--- config.mk ---
export PLATFORM = sky130hd
export DESIGN_NAME = id_stage
export DESIGN_NICKNAME = d
export VERILOG_FILES = /design/src/rtl/id_stage.sv
export SDC_FILE = /design/constraint.sdc
export NUM_CORES = 1
export LEC_CHECK = 0
export ABC_CLOCK_PERIOD_IN_PS = 3000
export BUFFER_PORTS_ARGS = -buffer_cell sky130_fd_sc_hd__clkbuf_2
export CAP_MARGIN = 5
export CORE_ASPECT_RATIO = 2
export CORE_MARGIN = 2
export CORE_UTILIZATION = 55
export DETAILED_ROUTE_END_ITERATION = 16
export HOLD_SLACK_MARGIN = 0.05
export PLACE_DENSITY = 0.74
export SYNTH_ARGS = -nofsm -noshare
export SYNTH_HDL_FRONTEND = slang
export SYNTH_SLANG_ARGS = --single-unit
--- constraint.sdc ---
create_clock -name clk -period 3 [get_ports clk]
set_clock_uncertainty 0.05 [all_clocks]
set_input_delay 0.6 -clock clk [delete_from_list [all_inputs] [get_ports clk]]
set_output_delay 0.6 -clock clk [all_outputs]
set_load 0.005 [all_outputs]
--- src/rtl/id_stage.sv ---
// Pipelined instruction decode: register file, hazard/halt control, ID/EX register.
// Optional macro ID_WB_BYPASS_EN forwards same-cycle write-back data onto the read ports.
module id_stage #(
    parameter int DATA_W = 16
) (
    input  logic              clk,
    input  logic              rst,
    input  logic [15:0]       instr,
    input  logic              instr_vld,
    input  logic              flush,
    input  logic              ex_stall,
    input  logic              wb_we,
    input  logic [3:0]        wb_addr,
    input  logic [DATA_W-1:0] wb_data,
    output logic              stall_out,
    output logic              ex_vld,
    output logic [DATA_W-1:0] ex_p0,
    output logic [DATA_W-1:0] ex_p1,
    output logic [DATA_W-1:0] ex_imm,
    output logic [2:0]        ex_aluOp,
    output logic [3:0]        ex_shAmt,
    output logic              ex_src1sel,
    output logic [3:0]        ex_dst,
    output logic              ex_we,
    output logic              ex_mem_rd,
    output logic              ex_mem_wr,
    output logic              ex_hlt
);

    localparam logic [3:0] OP_LW  = 4'h8;
    localparam logic [3:0] OP_SW  = 4'h9;
    localparam logic [3:0] OP_HLT = 4'hF;

    typedef struct packed {
        logic              vld;
        logic [DATA_W-1:0] p0;
        logic [DATA_W-1:0] p1;
        logic [DATA_W-1:0] imm;
        logic [2:0]        alu_op;
        logic [3:0]        sh_amt;
        logic              src1sel;
        logic [3:0]        dst;
        logic              we;
        logic              mem_rd;
        logic              mem_wr;
        logic              hlt;
    } idex_t;

    logic [DATA_W-1:0] regs_r [16];
    idex_t             idex_r;
    idex_t             dec_s;
    logic              halted_r;

    logic [3:0]        op_s, rd_s, rs_s, rt_s;
    logic [3:0]        rd_b_addr_s;
    logic [DATA_W-1:0] rd_a_data_s, rd_b_data_s;
    logic              use_a_s, use_b_s;
    logic              hazard_s;
    logic              load_s;

    assign op_s = instr[15:12];
    assign rd_s = instr[11:8];
    assign rs_s = instr[7:4];
    assign rt_s = instr[3:0];

    // Stores read the data register (rd) on port B; everything else reads rt.
    always_comb begin
        rd_b_addr_s = rt_s;
        if (op_s == OP_SW) begin
            rd_b_addr_s = rd_s;
        end else begin
            rd_b_addr_s = rt_s;
        end
    end

    // Register file read ports; R0 is hard-wired to zero.
    always_comb begin
        rd_a_data_s = regs_r[rs_s];
        rd_b_data_s = regs_r[rd_b_addr_s];
`ifdef ID_WB_BYPASS_EN
        if (wb_we && (wb_addr == rs_s)) begin
            rd_a_data_s = wb_data;
        end else begin
            rd_a_data_s = regs_r[rs_s];
        end
        if (wb_we && (wb_addr == rd_b_addr_s)) begin
            rd_b_data_s = wb_data;
        end else begin
            rd_b_data_s = regs_r[rd_b_addr_s];
        end
`endif
        if (rs_s == 4'd0) begin
            rd_a_data_s = '0;
        end else begin
            rd_a_data_s = rd_a_data_s;
        end
        if (rd_b_addr_s == 4'd0) begin
            rd_b_data_s = '0;
        end else begin
            rd_b_data_s = rd_b_data_s;
        end
    end

    // Instruction decode into the next ID/EX contents plus read-port usage.
    always_comb begin
        dec_s   = '0;
        use_a_s = 1'b0;
        use_b_s = 1'b0;
        if (instr_vld) begin
            case (op_s)
                4'h0, 4'h1, 4'h2, 4'h3, 4'h4: begin
                    dec_s.vld    = 1'b1;
                    dec_s.alu_op = op_s[2:0];
                    dec_s.p0     = rd_a_data_s;
                    dec_s.p1     = rd_b_data_s;
                    dec_s.we     = 1'b1;
                    dec_s.dst    = rd_s;
                    use_a_s      = 1'b1;
                    use_b_s      = 1'b1;
                end
                4'h5, 4'h6, 4'h7: begin
                    dec_s.vld     = 1'b1;
                    dec_s.alu_op  = op_s[2:0];
                    dec_s.p0      = rd_a_data_s;
                    dec_s.sh_amt  = rt_s;
                    dec_s.src1sel = 1'b1;
                    dec_s.we      = 1'b1;
                    dec_s.dst     = rd_s;
                    use_a_s       = 1'b1;
                end
                OP_LW: begin
                    dec_s.vld     = 1'b1;
                    dec_s.p0      = rd_a_data_s;
                    dec_s.imm     = {{(DATA_W-4){rt_s[3]}}, rt_s};
                    dec_s.src1sel = 1'b1;
                    dec_s.we      = 1'b1;
                    dec_s.mem_rd  = 1'b1;
                    dec_s.dst     = rd_s;
                    use_a_s       = 1'b1;
                end
                OP_SW: begin
                    dec_s.vld     = 1'b1;
                    dec_s.p0      = rd_a_data_s;
                    dec_s.p1      = rd_b_data_s;
                    dec_s.imm     = {{(DATA_W-4){rt_s[3]}}, rt_s};
                    dec_s.src1sel = 1'b1;
                    dec_s.mem_wr  = 1'b1;
                    use_a_s       = 1'b1;
                    use_b_s       = 1'b1;
                end
                OP_HLT: begin
                    dec_s.vld = 1'b1;
                    dec_s.hlt = 1'b1;
                end
                default: begin
                    dec_s = '0;
                end
            endcase
        end else begin
            dec_s = '0;
        end
    end

    assign hazard_s = instr_vld && idex_r.vld && idex_r.mem_rd && (idex_r.dst != 4'd0) &&
                      ((use_a_s && (rs_s == idex_r.dst)) || (use_b_s && (rd_b_addr_s == idex_r.dst)));
    assign load_s    = !ex_stall && !flush && !hazard_s && !halted_r;
    assign stall_out = ex_stall | hazard_s | halted_r;

    // Register file write port; runs regardless of pipeline stalls.
    always_ff @(posedge clk) begin
        if (rst) begin
            for (int i = 0; i < 16; i++) begin
                regs_r[i] <= '0;
            end
        end else if (wb_we && (wb_addr != 4'd0)) begin
            regs_r[wb_addr] <= wb_data;
        end else begin
            regs_r <= regs_r;
        end
    end

    // ID/EX pipeline register with stall > flush > hazard/halt > load priority.
    always_ff @(posedge clk) begin
        if (rst) begin
            idex_r <= '0;
        end else if (ex_stall) begin
            idex_r <= idex_r;
        end else if (flush || hazard_s || halted_r) begin
            idex_r <= '0;
        end else begin
            idex_r <= dec_s;
        end
    end

    // Sticky halt: set only when a HLT actually lands in ID/EX.
    always_ff @(posedge clk) begin
        if (rst) begin
            halted_r <= 1'b0;
        end else if (load_s && dec_s.hlt) begin
            halted_r <= 1'b1;
        end else begin
            halted_r <= halted_r;
        end
    end

    assign ex_vld     = idex_r.vld;
    assign ex_p0      = idex_r.p0;
    assign ex_p1      = idex_r.p1;
    assign ex_imm     = idex_r.imm;
    assign ex_aluOp   = idex_r.alu_op;
    assign ex_shAmt   = idex_r.sh_amt;
    assign ex_src1sel = idex_r.src1sel;
    assign ex_dst     = idex_r.dst;
    assign ex_we      = idex_r.we;
    assign ex_mem_rd  = idex_r.mem_rd;
    assign ex_mem_wr  = idex_r.mem_wr;
    assign ex_hlt     = idex_r.hlt;

endmodule

======== Yosys cells after proc, flatten, opt, wreduce, memory -nomap -nowiden ========
Cells that the tools add are included.
operators by class
  add/sub/neg operators ................... 0
  multiply operators ...................... 0
  divide/modulo/power cells ............... 0
  order comparisons ....................... 4
  equal/unequal tests ..................... 12
  shift operators ......................... 0
  muxes and demuxes ....................... 29
  bitwise operators ....................... 5
  reductions and logical operators ........ 32
operators by type and width
  cell                                                                          number
  256-bit bitwise mux                                                           1
  16-bit two-way mux                                                            10
  65-bit two-way mux                                                            2
  16-bit binary-select mux with 4-bit select                                    2
  16-bit demux with 4-bit select                                                1
  4-bit by 3-bit equality test with 1-bit output, second input constant         4
  5-bit greater-or-equal comparator, second input constant                      3
  4-bit inverter with 5-bit output                                              3
  4-bit equality test, second input constant                                    3
  1-bit logical AND                                                             12
  4-bit zero test                                                               3
  11-bit OR reduction                                                           1
  10-bit OR reduction                                                           1
  1-bit two-way mux                                                             9
  9-bit OR reduction                                                            1
  4-bit by 2-bit equality test with 1-bit output, second input constant         2
  4-bit equality test                                                           2
  4-bit two-way mux                                                             2
  4-bit nonzero test                                                            2
  8-bit OR reduction                                                            1
  6-bit OR reduction                                                            1
  5-bit by 1-bit less-than comparator with 1-bit output, second input constant  1
  5-bit two-way mux                                                             1
  5-bit OR reduction                                                            1
  other kinds (7)                                                               13
storage, ports and cells
  register bits ........................... 322
  latch bits .............................. 0
  memory bits (writable) .................. 0
  memory bits (read-only) ................. 0
  input port bits ......................... 42
  output and inout port bits .............. 66
  word-level logic and storage cells ...... 111
  memories ................................ 0

======== Logic depth before layout (Yosys ltp) ========
  depth in word-level cells ............... 11
  gate-level depth with buffers ........... 11
  gate-level depth less buffers ........... 6

======== Worst setup path after synthesis ========
Ideal clock, no wire load.
  path type ............................... input port to flip-flop
  start point ............................. in instr[4]
  end point ............................... reg idex_r, in the netlist ex_p0[0]
  setup time .............................. 123 ps
  arrival ................................. 2,416 ps
  required time ........................... 2,827 ps
  setup slack ............................. 411 ps
  cell stages on the path ................. 6
  buffers on the path ..................... 2
  cell sequence ........................... buf_1 -> buf_2 -> mux4_2 -> mux4_2 -> inv_1 -> o21ai_0
between the ends
  word-level cells in the longest chain between the ends .. 8
  elaborated cells on any way between the ends .. 15
  those cells by class .................... eq/ne (1); mux (7); bitwise (1); reduce/logical (6)
RTL lines
  element                                                 RTL line  text
  from (decl)                                             8         input logic [15:0] instr,
  4-bit inverter with 5-bit output (implied by the code)  78        rd_a_data_s = regs_r[rs_s];
  16-bit binary-select mux with 4-bit select              78
  16-bit two-way mux (implied by the code) (2 in a row)   78
  16-bit two-way mux                                      92        if (rs_s == 4'd0) begin
  16-bit two-way mux                                      110       case (op_s)
  65-bit two-way mux                                      109       if (instr_vld) begin
  65-bit two-way mux *                                    188       end else if (flush || hazard_s || halted_r) begin
  to (signal assigned)                                    187       idex_r <= idex_r;
  to (signal assigned)                                    191       idex_r <= dec_s;
  to (decl)                                               50        idex_t idex_r;
Every way passes the cells marked *; elsewhere a longest branch is shown, timed or not. The select of a mux whose other input is x is not followed.
A chain may end at the register's enable or synchronous reset.

======== Final worst setup path ========
  start point ............................. reg idex_r, in the netlist ex_dst[3]
  end point ............................... out stall_out
between the ends
  word-level cells in the longest chain between the ends .. 6
  elaborated cells on any way between the ends .. 10
  those cells by class .................... eq/ne (2); bitwise (2); reduce/logical (6)
RTL lines
  element                  RTL line  text
  4-bit equality test      165       ((use_a_s && (rs_s == idex_r.dst)) || (use_b_s && (rd_b_addr_s == idex_r.dst)));
  1-bit logical AND        165
  1-bit logical OR         165
  1-bit logical AND *      164       assign hazard_s = instr_vld && idex_r.vld && idex_r.mem_rd && (idex_r.dst != 4'd0) &&
  1-bit OR * (2 in a row)  167       assign stall_out = ex_stall | hazard_s | halted_r;
  to (decl)                15        output logic stall_out,
Every way passes the cells marked *; elsewhere a longest branch is shown, timed or not.

==> reports/qor.yml <==
run_status: "complete, no violations"
path_delay_family: "simple AND/OR/NAND/NOR gates"
power-per-cell-area_nw_per_um2: 501.3
grt_start_max_net_pins: 186
gate_count_after_technology_mapping: 1896
fmax_ghz: 0.3475
diodes: 0
synth_edf_count: 0
clkSinkCount: 310
worst_setup_path_end_kind: "output port"
timing_worst_slew_pin_value_ns: 1.084
synth-compound-area-share: 0.1416
final_nets: 1985
worst-path-max-fanout: 7
die-height_um: 238.8
antenna_violating_nets_post_route: 0
worstHoldPathType: "input port to register"
ir_drop_uv: 444.4
routedWlPerCell_um: 22.92
setup_viol_count_final: 0
number_of_buffers_and_inverters_on_the_critical_path: 2
drc: 0
syn-cell-area_um2: 15160
synth.yosys.warnings: 0
synth_largest_type_area_fraction: 0.4094
grt_util_all_layers: 0.3608
antenna_found_initial: 0
clk_transition_reported_paths_ns: 0.07
initial_utilization: 0.5546
floorplan.die.width_um: 121.4
synth_simple_gate_area_frac: 0.2361
timing.critical_path.cells: "buf_4 -> or2_2 -> a211oi_2 -> o211ai_1 -> nor3_1 -> nor2_1 -> o21ai_1 -> clkbuf_2"
post-route-min-period_ns: 2.878
place.port_buffers: 107
gpl.final_weighted_congestion: 0.8912
synth_ff_type: "sky130_fd_sc_hd__dfxtp_1"
cts.path.max_buffers: 3
synth_mux_area_frac: 0.1577
cts_inserted_buffers: 28
number_of_global_route_vias_before_repair: 13610
worst_path_largest_cell_delay_ns: 0.31
grt_pass1_wl_um: 79850
final_hold_viol_count: 0
drv_cap: 0
final_layout_size_suffix_gt1_frac: 0.1636
cts.root.buffer_cell: "sky130_fd_sc_hd__clkbuf_16"
area.growth.synth_to_final_pct: 12.80
rsz0062_at_grt: "false"
p_leak_nw: 5.747
ys_seq_area_frac: 0.4094
cp_slowest_cell: "sky130_fd_sc_hd__dfxtp_1"
timing.slew.headroom: 0.2745
cts_hold_buffers_added: 0
htreeDepth: 1
start_kind: "register"
yosys_register_bits: 310
drt_first_pass_iters: 5
setup-tns-final_ns: 0
synth_xor_area_frac: 0.004622
netlist.top_cell.by_area: "sky130_fd_sc_hd__dfxtp_1"
tritoncts: "built"
dieArea_um2: 28990
timing_max_transition_violations_final: 0
routed_wl_um: 53030
dominant_combinational_cell_family_by_area_after_synthesis: "simple AND/OR/NAND/NOR gates"
core_area_um2: 27330
async_flop_share: 0
synth.area.top_cells: "sky130_fd_sc_hd__dfxtp_1 41%, sky130_fd_sc_hd__nand2_1 18%, sky130_fd_sc_hd__mux4_2 12%"
clock_latency_at_the_later_pin_of_the_worst_skew_pair_ns: 0.58
final_min_period_over_clock_period: 0.9593
yosys.area_share.adder: 0
drt-vias-per-instance: 6.314
detailroute.via_count: 14610
criticalPathCategory: "register to output port"
drt-initial-drc-count: 2047
avgSynthCellArea_um2: 7.995
whs_ns: 0.2818
grt-ovfl-total: 0
placementRows: 86
i_o_pins: 108
synthesis.nets: 1938
yosysUniqueCellTypes: 43
worst-endpoint-arrival_ns: 2.23
cp_data_required_time_ns: 2.35
dp_hpwl_um: 32100
==> layout by cell type (no fill, tap or decap), types with 18 or more instances in the layout <==
cell type | synthesis | final
sky130_fd_sc_hd__inv_1 | 18 | 18
sky130_fd_sc_hd__dfxtp_1 | 310 | 310
sky130_fd_sc_hd__clkbuf_16 | 0 | 28
sky130_fd_sc_hd__clkbuf_2 | 0 | 104
sky130_fd_sc_hd__a32oi_1 | 38 | 38
sky130_fd_sc_hd__nor2_1 | 38 | 38
sky130_fd_sc_hd__nand3_1 | 39 | 39
sky130_fd_sc_hd__buf_4 | 16 | 53
sky130_fd_sc_hd__a21oi_1 | 283 | 283
sky130_fd_sc_hd__mux2i_1 | 52 | 50
sky130_fd_sc_hd__nor2b_1 | 21 | 20
sky130_fd_sc_hd__mux4_2 | 80 | 80
sky130_fd_sc_hd__nand2_1 | 728 | 728
==> per-layer routing <==
metal  part of all wire  track usage
met5                  0            0
met4              0.068       0.2226
met3               0.12      0.06775
met2               0.45       0.5557
met1               0.36       0.4661
==> stage by stage <==
| step | utilization | setup WS (ns) | total power [mW] | cells | instance area, um2 |
|---|---|---|---|---|---|
| 2_1_floorplan | - | 0.4109 | 4.782 | 1896 | 15160 |
| 3_3_place_gp | 0.5932 | 0.09109 | 5.106 | 2264 | 16210 |
| 3_5_place_dp | 0.5932 | 0.08326 | 5.114 | 2264 | 16210 |
| 4_1_cts | 0.6250 | 0.02777 | 8.544 | 2313 | 17080 |
| 5_1_grt | 0.6256 | 0.001996 | 8.766 | 2314 | 17100 |
| 6_report | 0.6256 | 0.1220 | 8.571 | 2314 | 17100 |
==> sequential cells by signal, summed over array words and instances (netlist names) <==
register    flops
ex_p1          16
ex_dst          4
ex_aluOp        3
ex_we           1
ex_p0          16
ex_vld          1
ex_hlt          1
ex_imm          4
ex_mem_wr       1
regs_r        256
ex_mem_rd       1
halted_r        1
ex_shAmt        4
ex_src1sel      1
==> repair_timing <==
action | CTS | global route
buffers inserted | 0 | 1
endpoints found under the setup margin | 0 | 1
resized for setup | 0 | 4
==> worst register-to-register path: stages, from the launching register on <==
cell                      delay [ns]
sky130_fd_sc_hd__dfxtp_1        0.42
sky130_fd_sc_hd__or4_1          0.48
sky130_fd_sc_hd__nand4_1        0.16
sky130_fd_sc_hd__o31ai_1        0.11
sky130_fd_sc_hd__nor2_1         0.84
sky130_fd_sc_hd__nand3_1        0.39
sky130_fd_sc_hd__o21ai_0        0.26
==> cell usage after synthesis, types with 3 or more instances <==
library cell               instances
sky130_fd_sc_hd__o21ai_1          10
sky130_fd_sc_hd__xnor2_1           6
sky130_fd_sc_hd__or2_2             3
sky130_fd_sc_hd__dfxtp_1         310
sky130_fd_sc_hd__mux2i_1          52
sky130_fd_sc_hd__a32oi_1          38
sky130_fd_sc_hd__nor2b_1          21
sky130_fd_sc_hd__inv_1            18
sky130_fd_sc_hd__clkbuf_1        110
sky130_fd_sc_hd__nor2_1           38
sky130_fd_sc_hd__a21oi_1         283
sky130_fd_sc_hd__buf_1             5
sky130_fd_sc_hd__mux4_2           80
sky130_fd_sc_hd__a211oi_1         19
sky130_fd_sc_hd__nand4b_1          3
sky130_fd_sc_hd__nand3_1          39
sky130_fd_sc_hd__o22ai_1          17
sky130_fd_sc_hd__buf_2            25
sky130_fd_sc_hd__nand2b_1          7
sky130_fd_sc_hd__nand2_1         728
sky130_fd_sc_hd__nor3_1            6
sky130_fd_sc_hd__buf_4            16
sky130_fd_sc_hd__mux2_2            4
sky130_fd_sc_hd__nand4_1           7
sky130_fd_sc_hd__nor4_1           17
sky130_fd_sc_hd__o21ai_0          12
==> where the power goes <==
| group | switching [mW] | internal, mW |
|---|---|---|
| clock network | 1.65 | 1.87 |
| logic | 0.576 | 0.280 |
| registers | 0.0369 | 4.16 |
| total | 2.26 | 6.31 |
==> kinds of logic after synthesis <==
logic type	count (synthesis)
AOI/OAI and AO/OA	384
xor gates and xnor gates	8
buffers and inverters	176
DFF	310
muxes	137
and+or+nand+nor	881
==> worst paths after layout <==
| kind | cells after the start | start | slack [ns] | end |
|---|---|---|---|---|
| max | 8 | ex_dst[3]$_SDFFE_PP0N_ | 0.12 | stall_out |
| min | 4 | flush | 0.28 | halted_r$_SDFFE_PP0P_ |
| max reg2reg | 6 | ex_dst[2]$_SDFFE_PP0N_ | 0.21 | ex_dst[2]$_SDFFE_PP0N_ |
| min reg2reg | 2 | ex_p0[7]$_SDFFE_PP0N_ | 0.40 | ex_p0[7]$_SDFFE_PP0N_ |
==> cell type report <==
| class | count | area (um2) |
|---|---|---|
| inverters | 18 | 67.56 |
| clock buffers | 39 | 802.0 |
| fillers | 2425 | 10230 |
| flip-flops and latches | 310 | 6206 |
| repair buffers | 175 | 1272 |
| well taps | 352 | 440.4 |
| multi-input cells | 1410 | 8243 |
| clock inverters | 10 | 67.56 |
Note: power is estimated with default switching activity, not from simulation.
